[src/rtl/conv_pkg.sv]
// Shared constants and helpers for the convolution output requantiser.
package conv_pkg;

    localparam int ACC_WIDTH = 48;
    localparam int OUT_WIDTH = 16;
    localparam int LANES     = 4;
    localparam int SUM_WIDTH = ACC_WIDTH + 1;

    localparam logic [OUT_WIDTH-1:0] SAT_MAX = 16'h7FFF;
    localparam logic [OUT_WIDTH-1:0] SAT_MIN = 16'h8000;

    localparam logic signed [SUM_WIDTH-1:0] SAT_MAX_WIDE = 49'sd32767;
    localparam logic signed [SUM_WIDTH-1:0] SAT_MIN_WIDE = -49'sd32768;

    // Clamp a wide signed value to the output range; MSB of the result flags a clamp.
    function automatic logic [OUT_WIDTH:0] saturate(input logic signed [SUM_WIDTH-1:0] v);
        logic [OUT_WIDTH:0] res;
        if (v > SAT_MAX_WIDE) begin
            res = {1'b1, SAT_MAX};
        end else if (v < SAT_MIN_WIDE) begin
            res = {1'b1, SAT_MIN};
        end else begin
            res = {1'b0, v[OUT_WIDTH-1:0]};
        end
        return res;
    endfunction

endpackage

[src/rtl/requant_lane.sv]
// Single-sample requantisation datapath: rounding shift, leaky-ReLU, saturation.
module requant_lane
    import conv_pkg::*;
(
    input  logic                 clk,
    input  logic                 reset,
    input  logic                 adv,
    input  logic                 in_valid,
    input  logic [ACC_WIDTH-1:0] in_data,
    input  logic                 in_last,
    input  logic [5:0]           shift_amt,
    input  logic                 leaky_en,
    input  logic [2:0]           leaky_shift,
    output logic                 out_valid,
    output logic [OUT_WIDTH-1:0] out_data,
    output logic                 out_last,
    output logic                 out_sat
);

    logic signed [SUM_WIDTH-1:0] acc_s;
    logic signed [SUM_WIDTH-1:0] rnd_s;
    logic signed [SUM_WIDTH-1:0] sum_s;
    logic signed [SUM_WIDTH-1:0] s1_next_s;
    logic signed [SUM_WIDTH-1:0] s2_next_s;
    logic        [OUT_WIDTH:0]   sat_res_s;

    logic                        s1_valid_r;
    logic                        s1_last_r;
    logic signed [SUM_WIDTH-1:0] s1_data_r;
    logic                        s1_leaky_r;
    logic        [2:0]           s1_lshift_r;
    logic                        s2_valid_r;
    logic                        s2_last_r;
    logic signed [SUM_WIDTH-1:0] s2_data_r;
    logic                        s3_valid_r;
    logic                        s3_last_r;
    logic        [OUT_WIDTH-1:0] s3_data_r;
    logic                        s3_sat_r;

    // S1: sign-extend and round-half-up right shift; the extra bit absorbs the rounding carry.
    always_comb begin
        acc_s = {in_data[ACC_WIDTH-1], in_data};
        if (shift_amt != 6'd0) begin
            rnd_s     = {{(SUM_WIDTH-1){1'b0}}, 1'b1} << (shift_amt - 6'd1);
            sum_s     = acc_s + rnd_s;
            s1_next_s = sum_s >>> shift_amt;
        end else begin
            rnd_s     = '0;
            sum_s     = acc_s;
            s1_next_s = acc_s;
        end
    end

    // S2: leaky-ReLU scales negative values by 2^-leaky_shift (flooring shift).
    always_comb begin
        if (s1_leaky_r && s1_data_r[SUM_WIDTH-1]) begin
            s2_next_s = s1_data_r >>> s1_lshift_r;
        end else begin
            s2_next_s = s1_data_r;
        end
    end

    // S3: clamp to the signed 16-bit output range.
    always_comb begin
        sat_res_s = saturate(s2_data_r);
    end

    // Three-stage pipeline; every stage holds while the downstream is stalled.
    always_ff @(posedge clk) begin
        if (reset) begin
            s1_valid_r  <= 1'b0;
            s1_last_r   <= 1'b0;
            s1_data_r   <= '0;
            s1_leaky_r  <= 1'b0;
            s1_lshift_r <= 3'd0;
            s2_valid_r  <= 1'b0;
            s2_last_r   <= 1'b0;
            s2_data_r   <= '0;
            s3_valid_r  <= 1'b0;
            s3_last_r   <= 1'b0;
            s3_data_r   <= '0;
            s3_sat_r    <= 1'b0;
        end else if (adv) begin
            s1_valid_r  <= in_valid;
            s1_last_r   <= in_last;
            s1_data_r   <= s1_next_s;
            s1_leaky_r  <= leaky_en;
            s1_lshift_r <= leaky_shift;
            s2_valid_r  <= s1_valid_r;
            s2_last_r   <= s1_last_r;
            s2_data_r   <= s2_next_s;
            s3_valid_r  <= s2_valid_r;
            s3_last_r   <= s2_last_r;
            s3_data_r   <= sat_res_s[OUT_WIDTH-1:0];
            s3_sat_r    <= sat_res_s[OUT_WIDTH];
        end
    end

    assign out_valid = s3_valid_r;
    assign out_data  = s3_data_r;
    assign out_last  = s3_last_r;
    assign out_sat   = s3_sat_r;

endmodule

[src/rtl/conv_output_requant.sv]
// Requantises 48-bit accumulators to int16 and packs four samples per 64-bit beat.
module conv_output_requant
    import conv_pkg::*;
(
    input  logic        clk,
    input  logic        reset,
    input  logic [5:0]  shift_amt,
    input  logic        leaky_en,
    input  logic [2:0]  leaky_shift,
    input  logic [63:0] s_axis_tdata,
    input  logic        s_axis_tvalid,
    output logic        s_axis_tready,
    input  logic        s_axis_tlast,
    output logic [63:0] m_axis_tdata,
    output logic        m_axis_tvalid,
    input  logic        m_axis_tready,
    output logic        m_axis_tlast,
    output logic        frame_done,
    output logic [15:0] sat_count
);

    localparam int IDX_W = $clog2(LANES);
    localparam logic [IDX_W-1:0] IDX_LAST = IDX_W'(LANES - 1);

    logic                 adv_s;
    logic                 accept_s;
    logic                 consume_s;
    logic                 unused_hi_s;
    logic                 first_beat_r;
    logic [5:0]           cfg_shift_r;
    logic                 cfg_leaky_r;
    logic [2:0]           cfg_lshift_r;
    logic [5:0]           eff_shift_s;
    logic                 eff_leaky_s;
    logic [2:0]           eff_lshift_s;
    logic                 lane_valid_s;
    logic [OUT_WIDTH-1:0] lane_data_s;
    logic                 lane_last_s;
    logic                 lane_sat_s;
    logic [IDX_W-1:0]     idx_r;
    logic [63:0]          pack_r;
    logic [63:0]          merged_s;
    logic [63:0]          out_data_r;
    logic                 out_valid_r;
    logic                 out_last_r;
    logic                 frame_done_r;
    logic [15:0]          sat_count_r;

    // Handshake qualifiers: the whole pipeline moves only when the output slot can take a word.
    always_comb begin
        adv_s       = !out_valid_r || m_axis_tready;
        accept_s    = s_axis_tvalid && adv_s;
        consume_s   = adv_s && lane_valid_s;
        unused_hi_s = ^s_axis_tdata[63:ACC_WIDTH];
    end

    // The first beat of a frame uses the live config inputs; later beats use the latched copy.
    always_comb begin
        if (first_beat_r) begin
            eff_shift_s  = shift_amt;
            eff_leaky_s  = leaky_en;
            eff_lshift_s = leaky_shift;
        end else begin
            eff_shift_s  = cfg_shift_r;
            eff_leaky_s  = cfg_leaky_r;
            eff_lshift_s = cfg_lshift_r;
        end
    end

    // Latch the frame config on its first accepted beat and track frame boundaries.
    always_ff @(posedge clk) begin
        if (reset) begin
            first_beat_r <= 1'b1;
            cfg_shift_r  <= 6'd0;
            cfg_leaky_r  <= 1'b0;
            cfg_lshift_r <= 3'd0;
        end else if (accept_s) begin
            first_beat_r <= s_axis_tlast;
            if (first_beat_r) begin
                cfg_shift_r  <= shift_amt;
                cfg_leaky_r  <= leaky_en;
                cfg_lshift_r <= leaky_shift;
            end
        end
    end

    requant_lane u_lane (
        .clk         (clk),
        .reset       (reset),
        .adv         (adv_s),
        .in_valid    (s_axis_tvalid),
        .in_data     (s_axis_tdata[ACC_WIDTH-1:0]),
        .in_last     (s_axis_tlast),
        .shift_amt   (eff_shift_s),
        .leaky_en    (eff_leaky_s),
        .leaky_shift (eff_lshift_s),
        .out_valid   (lane_valid_s),
        .out_data    (lane_data_s),
        .out_last    (lane_last_s),
        .out_sat     (lane_sat_s)
    );

    // Per-frame saturation counter: cleared by a frame's first beat, sticky at all-ones.
    always_ff @(posedge clk) begin
        if (reset) begin
            sat_count_r <= 16'd0;
        end else if (accept_s && first_beat_r) begin
            sat_count_r <= 16'd0;
        end else if (consume_s && lane_sat_s && (sat_count_r != 16'hFFFF)) begin
            sat_count_r <= sat_count_r + 16'd1;
        end
    end

    // Insert the incoming sample into its lane of the word under construction.
    always_comb begin
        merged_s = pack_r;
        for (int l = 0; l < LANES; l++) begin
            if (idx_r == IDX_W'(l)) begin
                merged_s[l*OUT_WIDTH +: OUT_WIDTH] = lane_data_s;
            end else begin
                merged_s[l*OUT_WIDTH +: OUT_WIDTH] = pack_r[l*OUT_WIDTH +: OUT_WIDTH];
            end
        end
    end

    // Packer and output register; a full or frame-ending word is published and the build resets.
    always_ff @(posedge clk) begin
        if (reset) begin
            idx_r       <= '0;
            pack_r      <= 64'd0;
            out_data_r  <= 64'd0;
            out_valid_r <= 1'b0;
            out_last_r  <= 1'b0;
        end else if (adv_s) begin
            if (lane_valid_s) begin
                if ((idx_r == IDX_LAST) || lane_last_s) begin
                    out_data_r  <= merged_s;
                    out_valid_r <= 1'b1;
                    out_last_r  <= lane_last_s;
                    pack_r      <= 64'd0;
                    idx_r       <= '0;
                end else begin
                    pack_r      <= merged_s;
                    idx_r       <= idx_r + IDX_W'(1);
                    out_valid_r <= 1'b0;
                    out_last_r  <= 1'b0;
                end
            end else begin
                out_valid_r <= 1'b0;
                out_last_r  <= 1'b0;
            end
        end
    end

    // Frame completion pulse, one cycle after the last beat is taken downstream.
    always_ff @(posedge clk) begin
        if (reset) begin
            frame_done_r <= 1'b0;
        end else begin
            frame_done_r <= out_valid_r && m_axis_tready && out_last_r;
        end
    end

    assign s_axis_tready = adv_s;
    assign m_axis_tdata  = out_data_r;
    assign m_axis_tvalid = out_valid_r;
    assign m_axis_tlast  = out_last_r;
    assign frame_done    = frame_done_r;
    assign sat_count     = sat_count_r;

endmodule

[config.mk]
export PLATFORM = sky130hd
export DESIGN_NAME = conv_output_requant
export DESIGN_NICKNAME = d
export VERILOG_FILES = /design/src/rtl/conv_pkg.sv /design/src/rtl/requant_lane.sv /design/src/rtl/conv_output_requant.sv
export SDC_FILE = /design/constraint.sdc
export NUM_CORES = 1
export LEC_CHECK = 0
export CAP_MARGIN = 30
export CORE_UTILIZATION = 40
export CTS_BUF_LIST = sky130_fd_sc_hd__clkbuf_4
export DETAILED_ROUTE_END_ITERATION = 12
export GPL_ROUTABILITY_DRIVEN = 0
export REMOVE_ABC_BUFFERS = 1
export SETUP_SLACK_MARGIN = 0.15
export SLEW_MARGIN = 20
export SYNTH_ARGS = -nofsm -noshare
export SYNTH_HDL_FRONTEND = slang
export SYNTH_HIERARCHICAL = 1
export SYNTH_SLANG_ARGS = --single-unit
export TNS_END_PERCENT = 30
[constraint.sdc]
create_clock -name clk -period 7.3 [get_ports clk]
set_clock_uncertainty 0.05 [all_clocks]
set_input_delay 0.73 -clock clk [delete_from_list [all_inputs] [get_ports clk]]
set_output_delay 0.73 -clock clk [all_outputs]
set_load 0.05 [all_outputs]
-- After elaboration in Yosys (flattened, before gate mapping)
Cells that the tools add are included.
- flip-flop bits (word level): 285
- input bits: 79
- output and inout bits: 84
- add/subtract/negate cells: 4
- order comparisons: 2
- equal/unequal tests: 4
- shift-type cells: 3
- multiplexer cells: 17
- reductions and logical operators: 16
- operators with widths (cell ; count):
    $mux 49 ; 2
    $mux 16 ; 4
    $mux 64 ; 1
    $add 48x49->49 ; 1
    $gt 49x16->1 const B ; 1
    $lt 49x16->1 const B ; 1
    $shl 1x6->49 const A ; 1
    $sshr 49x3->49 ; 1
    $sshr 49x6->49 ; 1
    $mux 17 ; 2
    $add 16x1->16 const B ; 1
    $ne 16x16->1 const B ; 1
    $logic_and 1x1->1 ; 8
    $mux 6 ; 1
    $reduce_bool 6->1 ; 1
    $sub 6x1->6 const B ; 1
    $mux 1 ; 5
    $eq 2x2->1 const B ; 2
    $mux 3 ; 1
    $reduce_and 3->1 ; 1
    $add 2x1->2 const B ; 1
    $eq 2x1->1 const B ; 1
    $logic_not 2->1 ; 1
    $logic_or 1x1->1 ; 2
    4 further kinds ; 4

-- Logic depth before layout (Yosys ltp)
Gate-level depths: netlist of the first run.
- depth after elaboration: 6
- mapped depth: 25

-- Hierarchy
The synthesis of the first run kept the hierarchy.
- modules (own cells, without submodules) (module ; instances ; cells an instance ; area an instance (µm²) ; seq. area each (µm²)):
    requant_lane ; 1 ; 2056 ; 15105.7 ; 2502.4
    conv_output_requant ; 1 ; 669 ; 6935.4 ; 3203.1

-- Worst setup path after synthesis of the first run
No wires, ideal clock.
- path kind: reg-to-reg
- start point: register first_beat_r
- end point: register u_lane.s1_data_r[28]
- data arrival time: 6.105 ns
- setup slack: 1.029 ns
- stages on the path, launching flop included: 25
- path buffers: 7
- period minus slack after synthesis: 6.271 ns
- cell sequence: dfxtp_1 > buf_1 > mux2_2 > clkbuf_1 > buf_2 > buf_2 > buf_1 > clkbuf_1 > clkbuf_1 > nand2b_1 > or3_1 > or2_2 > inv_1 > ha_1 > a211oi_1 > o211ai_1 > and2_1 > o211a_1 > or3_4 > a211o_1 > a41oi_2 > nor2_1 > mux4_2 > a211o_1 > o211a_1
- cells in the longest elaborated chain, start to end: 6
- elaborated cells on any way between the ends: 7
- classes of those cells: add/sub: 2; shift: 2; mux: 2; reduce/logical: 1
- RTL lines (item ; line ; RTL):
    start: declaration ; conv_output_requant.sv:29 ; logic first_beat_r;
    start signal: assignment ; conv_output_requant.sv:78 ; first_beat_r <= s_axis_tlast;
    $mux 6 * ; conv_output_requant.sv:59 ; if (first_beat_r) begin
    named net eff_shift_s[1] ; conv_output_requant.sv:33 ; logic [5:0] eff_shift_s;
    $sub 6x1->6 ; requant_lane.sv:44 ; rnd_s = {{(SUM_WIDTH-1){1'b0}}, 1'b1} << (shift_amt - 6'd1);
    $shl 1x6->49 ; requant_lane.sv:44 ;
    $add 48x49->49 ; requant_lane.sv:45 ; sum_s = acc_s + rnd_s;
    $sshr 49x6->49 ; requant_lane.sv:46 ; s1_next_s = sum_s >>> shift_amt;
    $mux 49 * ; requant_lane.sv:43 ; if (shift_amt != 6'd0) begin
    end signal: assignment ; requant_lane.sv:86 ; s1_data_r <= s1_next_s;
    end: declaration ; requant_lane.sv:29 ; logic signed [SUM_WIDTH-1:0] s1_data_r;
Mark *: on every way through the listed nets, which the timed path passes. The rest lies on a longest branch.
A chain may end at the register's enable or synchronous reset.

-- Worst setup path in the final report of the first run
- start point: register first_beat_r
- end point: register u_lane.s1_data_r[13]
The elaborated chain is that of the path after synthesis.

==> run_results.csv, run 1 <==
group,metric,value,unit
die,die_x,237,um
setup_path,crit_arrival,7.30,ns
setup_path,cp_num_buf_inv,2,
power_and_ir_drop,ir_drop,90.1,uV
setup_path,cp_max_fo,15,
setup_path,crit_path_top_delay_cell,"o21ai_0",
die,rows,85,
sta,fin_setup_tns,0,ns
die,dieArea,56000,um2
clocking,cts.sinks,285,
power_and_ir_drop,leakagePower,8.99,nW
clocking,clockRootBuffer,"clkbuf_4",
clocking,cts_buffers,72,
setup_path,crit_required,7.86,ns
route,wl_per_cell,22.3,um
synthesis,yosysSeqAreaShare,25.9,%
global_route,grt_max_degree,129,
synthesis,synth_area,22000,um2
sta,max_slew_margin,32.7,%
route,via_per_inst,6.36,
route,firstDrtPassIters,6,
run,maxCapViolCount,0,
route,antenna_left,0,
route,routed_wl,79200,um
clocking,clkSlewWorstSetupHoldPaths,0.07,ns
cells_and_area,layoutNonFillerInstCount,3552,
sta,rsz0062_at_grt,"false",
sta,slew_viol_final,0,
sta,period_share,92.3,%
die,initial_core_util,40.7,%
sta,tightest_slew,0.999,ns
cells_and_area,layout-drive-gt1-share,13.8,%
worst_hold_path,min_path_type,"register to register",
sta,clock.fmax,0.148,GHz
clocking,cts_setup_buffers,0,
sta,hold_viol,0,
synthesis,ys_ff_latch,285,
setup_path,critPathKind,"register to register",
synthesis,synth_edf_count,0,
synthesis,synth_ff_type,"dfxtp_1",
global_route,grt_first_pass_wirelength,121000,um
cells_and_area,syn_to_final_growth,13.2,%
place,placed_cells,3424,
global_route,grt-ovfl-total,0,
synthesis,syn_area_per_cell,8.09,um2
route,drt_drc_violations_left,0,
setup_path,start_kind,"register",
clocking,clock_latency,0.71,ns
die,io_pins,163,
synthesis,synthCells,2725,
setup_path,cpMostUsedCell,"a211oi_1",
route,first_iter_violations,2486,
sta,setup_viol,0,
die,coreArea,54100,um2
run_status,status,"finished, final reports clean",
place,place_hpwl,59300,um
die,die_y,237,um
setup_path,cp-end-kind,"register",
synthesis,synthArstFlopShare,0,%
global_route,antenna_found_initial,1,
place,numPortBuffers,146,
clocking,tritoncts,"done",
clocking,cts_buffer_depth,3,
setup_path,cpPeakStageDelay,0.82,ns
route,vias,22600,
sta,whs,0.405,ns
clocking,htreeDepth,3,
clocking,cts_resized,0,
setup_path,worst_path_dominant_cell_family,"compound AO/OA/AOI/OAI gates",
synthesis,synth_cell_types,102,
global_route,grt_pass1_vias,20800,
synthesis,synth_warnings,6,
power_and_ir_drop,powerDensity,177,nW/um2
setup_path,critical_path.cell_chain,"buf_4 > mux2_2 > buf_4 > nand2b_1 > nor3_1 > ha_1 > a21oi_2 > o21ai_1 > a221oi_1 > o21ai_1 > o21ai_0 > a211oi_1 > a211oi_1 > nand3_1 > o21ai_0 > a221oi_1 > a211oi_1",
cells_and_area,layout.nets,2939,
sta,fin_crit,6.74,ns
global_route,grtUsageTotal,27.3,%
clocking,ctsHoldBuffers,0,
layout by cell type, fill, tap and decap left out, types with 50 or more instances in the layout:
master           instances
buf_4                   76
a22oi_1                 52
nor2_1                 432
dfxtp_1                282
a21oi_1                177
a211oi_2                60
a211oi_1               102
o21ai_0                 75
nand3_1                 53
mux2i_1                195
nor3_1                  68
nand2_1                206
clkdlybuf4s50_1        145
nand4_1                 50
mux4_2                  52
clkbuf_4                94
ha_1                    53
area by class of cell:
class	instances	area (um2)
fill	5312	29200
multi-input combinational	2183	15200
clock buffer	94	706
timing repair buffer	229	2130
clock inverter	27	213
inverter	35	135
antenna	3	7.51
tap	696	871
sequential	285	5710
Yosys cell counts (13+ instances only):
| library cell | instances | share of area, % |
|---|---|---|
| nor2_1 | 433 | 7.4 |
| dfxtp_1 | 285 | 26 |
| nand2_1 | 206 | 3.5 |
| mux2i_1 | 195 | 8.9 |
| a21oi_1 | 177 | 4.0 |
| clkbuf_1 | 130 | 2.2 |
| a211oi_1 | 102 | 3.5 |
| o21ai_0 | 75 | 1.7 |
| nor3_1 | 68 | 1.5 |
| a211oi_2 | 60 | 3.4 |
| ha_1 | 53 | 3.0 |
| nand3_1 | 53 | 1.2 |
| a22oi_1 | 52 | 1.8 |
| mux4_2 | 52 | 5.3 |
| nand4_1 | 50 | 1.4 |
| nor4_1 | 37 | 1.1 |
| buf_2 | 36 | 0.82 |
| and2_1 | 35 | 0.99 |
| o211ai_1 | 32 | 1.1 |
| o21a_1 | 31 | 1.1 |
| inv_1 | 30 | 0.51 |
| a31oi_1 | 28 | 0.79 |
| a21o_1 | 27 | 0.92 |
| buf_1 | 27 | 0.46 |
| or3_1 | 27 | 0.77 |
| o31ai_1 | 25 | 0.85 |
| mux2_2 | 23 | 1.2 |
| a221oi_1 | 19 | 0.75 |
| o21ai_1 | 19 | 0.43 |
| a311oi_1 | 18 | 0.72 |
| nand2b_1 | 17 | 0.48 |
| buf_6 | 16 | 0.82 |
| or4_1 | 16 | 0.54 |
| or2_2 | 15 | 0.43 |
| xnor2_1 | 14 | 0.56 |
| and3_1 | 13 | 0.37 |
| o211a_1 | 13 | 0.59 |
metal layers:
| metal | routed length [um] | track usage [%] |
|---|---|---|
| met1 | 32700 | 35.2 |
| met2 | 35700 | 43.2 |
| met3 | 6480 | 4.64 |
| met4 | 4350 | 15.1 |
| met5 | 0 | 0 |
state kept, by name, summed over array words and instances, names as in the netlist, 2 cells and up:
signal	cells
cfg_lshift_r	3
cfg_shift_r	6
idx_r	2
m_axis_tdata	64
pack_r	64
sat_count	16
u_lane/out_data	16
u_lane/s1_data_r	49
u_lane/s1_lshift_r	3
u_lane/s2_data_r	49
cell families after synthesis:
| family | after synthesis | share of synthesized area, % |
|---|---|---|
| buffers and inverters | 257 | 5.32 |
| XOR/XNOR | 21 | 0.834 |
| flip-flops | 285 | 25.9 |
| multiplexers | 270 | 15.3 |
| AND/OR/NAND/NOR | 1014 | 21.6 |
| AO/OA/AOI/OAI | 824 | 27.9 |
| adder cells (fa/ha/maj) | 54 | 3.10 |
through the flow:
step                worst slack (ns)  utilization [%]  power, mW  instance area [um2]
CTS                             1.09             46.0       4.41                24900
finish                         0.560             46.1       4.41                25000
floorplan                      0.724                -       2.56                21000
global placement               0.605             44.2       2.99                23900
global route                   0.403             46.1       4.64                24900
detailed placement             0.531             44.3       3.01                24000
worst paths after layout:
check,start,to,slack (ns),cells past startpoint
max,first_beat_r,u_lane/s1_data_r[13],0.56,17
min,u_lane/s2_data_r[12],u_lane/out_data[12],0.41,2
max reg2reg,first_beat_r,u_lane/s1_data_r[13],0.56,17
min reg2reg,u_lane/s2_data_r[12],u_lane/out_data[12],0.41,2
report_power, final:
part | switching (mW) | total (mW) | internal [mW]
Clock | 0.645 | 1.39 | 0.742
Combinational | 0.786 | 1.28 | 0.496
Sequential | 0.104 | 1.74 | 1.64
Total | 1.53 | 4.41 | 2.88
worst register-to-register path, delay by kind of cell (launching register included):
kind	cells	cell delay (ns)
mux	1	0.54
simple gates	3	0.84
buf+inv	2	0.50
fa+ha+maj	1	0.42
flops	1	0.54
compound gates	10	3.77
Power figures use the tool's default switching activity.
==> run 2: changes to the inputs <==
Settings changed: CTS_CLUSTER_SIZE set to 25, PLACE_DENSITY set to 0.62.
==> run 2 against run 1 <==
Via count up 1.2%. Core utilization fell by 0.076 points. Setup slack worse by 0.095 ns. Sequential power barely moved. Cell count hardly changed. Global-route usage barely moved. Design area fell by 0.17%. Routed wire length shrank 0.84%. First-iteration DRC count increased by 2.0%.
==> run_results.csv, run 2 (synthesis gave the netlist of run 1 again) <==
group,metric,value,unit
route,vias,22900,
die,io_pins,163,
clocking,cts_buffers,71,
power_and_ir_drop,swShare,35.2,%
die,rows,85,
route,via_per_inst,6.43,
sta,fin_setup_tns,0,ns
die,dieArea,56000,um2
global_route,grt_pass1_vias,21500,
clocking,clkSlewWorstSetupHoldPaths,0.06,ns
clocking,clockRootBuffer,"clkbuf_4",
cells_and_area,postLayoutCoreUtil,46.0,%
sta,setup_viol,0,
sta,tightest_slew,0.990,ns
clocking,cts_resized,0,
power_and_ir_drop,intPower,2.82,mW
route,routed_wl,78600,um
power_and_ir_drop,comb_power_share,29.6,%
route,drt_drc_violations_left,0,
global_route,grt_max_degree,93,
cells_and_area,layout_common_cells,"nor2_1, dfxtp_1, nand2_1",
setup_path,r2r_slack,0.47,ns
cells_and_area,layout.nets,2943,
global_route,grt_busiest_layer,"met2",
setup_path,crit_end,"u_lane/s1_data_r[13]",
route,first_iter_violations,2536,
cells_and_area,multiInputGateArea,15200,um2
place,numPortBuffers,146,
route,wl_per_cell,22.1,um
clocking,cts_setup_buffers,0,
clocking,htreeDepth,3,
global_route,grt_first_pass_wirelength,122000,um
die,die_x,237,um
sta,max_slew_margin,33.3,%
setup_path,startpoint,"first_beat_r",
sta,period_share,93.6,%
die,die_y,237,um
global_route,antenna_found_initial,1,
sta,slew_viol_final,0,
cells_and_area,regArea,5710,um2
clocking,clock_latency,0.76,ns
global_route,grt-ovfl-total,0,
global_route,grtUsageMet1,33.9,%
sta,rsz0062_at_grt,"false",
setup_path,cp_max_fo,16,
clocking,cts.sinks,285,
route,antenna_left,0,
route,firstDrtPassIters,7,
sta,fin_crit,6.83,ns
cells_and_area,syn_to_final_growth,13.0,%
power_and_ir_drop,powerDensity,175,nW/um2
setup_path,cp-end-kind,"register",
cells_and_area,layout-drive-gt1-share,14.4,%
setup_path,crit_required,7.91,ns
worst_hold_path,min_path_type,"register to register",
global_route,grt_use_met2,43.5,%
power_and_ir_drop,switching_power,1.53,mW
sta,hold_viol,0,
run_status,status,"finished, final reports clean",
clocking,cts_buffer_depth,3,
sta,whs,0.410,ns
power_and_ir_drop,ir_drop,104,uV
global_route,grtUsageTotal,27.2,%
sta,clock.fmax,0.146,GHz
die,initial_core_util,40.7,%
power_and_ir_drop,p_clk_share,30.3,%
clocking,ctsHoldBuffers,0,
clocking,tritoncts,"done",
place,place_hpwl,59100,um
power_and_ir_drop,seq_power_share,40.1,%
die,coreArea,54100,um2
global_route,grtUsageMet3,5.79,%
cells_and_area,fillers,5352,
cells_and_area,final_common_cell,"nor2_1",
setup_path,worst_r2r_endpoint,"u_lane/s1_data_r[13]",
run,maxCapViolCount,0,
setup_path,crit_arrival,7.44,ns
power_and_ir_drop,leakagePower,8.99,nW
setup_path,rr_startpoint,"first_beat_r",
setup_path,rr_worst_depth,17,
setup_path,critPathKind,"register to register",
setup_path,start_kind,"register",
[run 2: area by class of cell]
cell class,count,area share [%]
clock buffer,102,3.07
tap,696,3.50
inverter,35,0.542
multi-input combinational,2183,61.0
sequential,285,22.9
clock inverter,17,0.412
antenna,1,0.0100
timing repair buffer,234,8.58
[run 2: critical path, stage by stage, from the launching register on]
cell	delay, ns
dfxtp_1	0.70
mux2_2	0.56
buf_4	0.25
nor2_1	0.33
nand2_1	0.35
nor2_1	0.18
ha_1	0.39
a21oi_1	0.30
o21ai_0	0.14
a221oi_1	0.53
o21ai_1	0.32
o21ai_0	0.58
a211oi_1	0.16
a211oi_1	0.34
nand3_1	0.26
o21ai_0	0.81
a221oi_1	0.23
a211oi_1	0.28
[run 2: routing by layer]
metal / part of all wire (%) / wire, um
met2: 45 / 35400
met1: 40 / 31700
met3: 9.0 / 7100
met5: 0 / 0
met4: 5.6 / 4400
[run 2: metrics by stage]
step / setup WS, ns / std cells / instance area, um2 / power [mW]
after CTS: 0.974 / 3549 / 24900 / 4.35
after detailed placement: 0.668 / 3430 / 24000 / 3.01
final: 0.465 / 3553 / 24900 / 4.35
after global placement: 0.669 / 3426 / 24000 / 2.99
after floorplan: 0.724 / 2503 / 21000 / 2.56
after global routing: 0.227 / 3553 / 24900 / 4.57
[run 2: how the worst min path moves through the flow]
stage	startpoint	end	slack [ns]	cells after the start
after global placement	pack_r[57]	pack_r[57]	0.39	1
after detailed placement	pack_r[59]	pack_r[59]	0.39	1
after CTS	pack_r[61]	pack_r[61]	0.41	1
final	pack_r[50]	pack_r[50]	0.41	1
after floorplan	pack_r[48]	pack_r[48]	0.38	1
after global routing	pack_r[52]	pack_r[52]	0.43	1
[run 2: power groups by stage]
stage | sequential, mW | combinational (mW) | clock, mW
CTS | 1.74 | 1.24 | 1.37
detailed placement | 1.78 | 1.23 | 0
floorplan | 1.76 | 0.796 | 0
finish | 1.75 | 1.29 | 1.32
global route | 1.76 | 1.36 | 1.45
global placement | 1.77 | 1.21 | 0
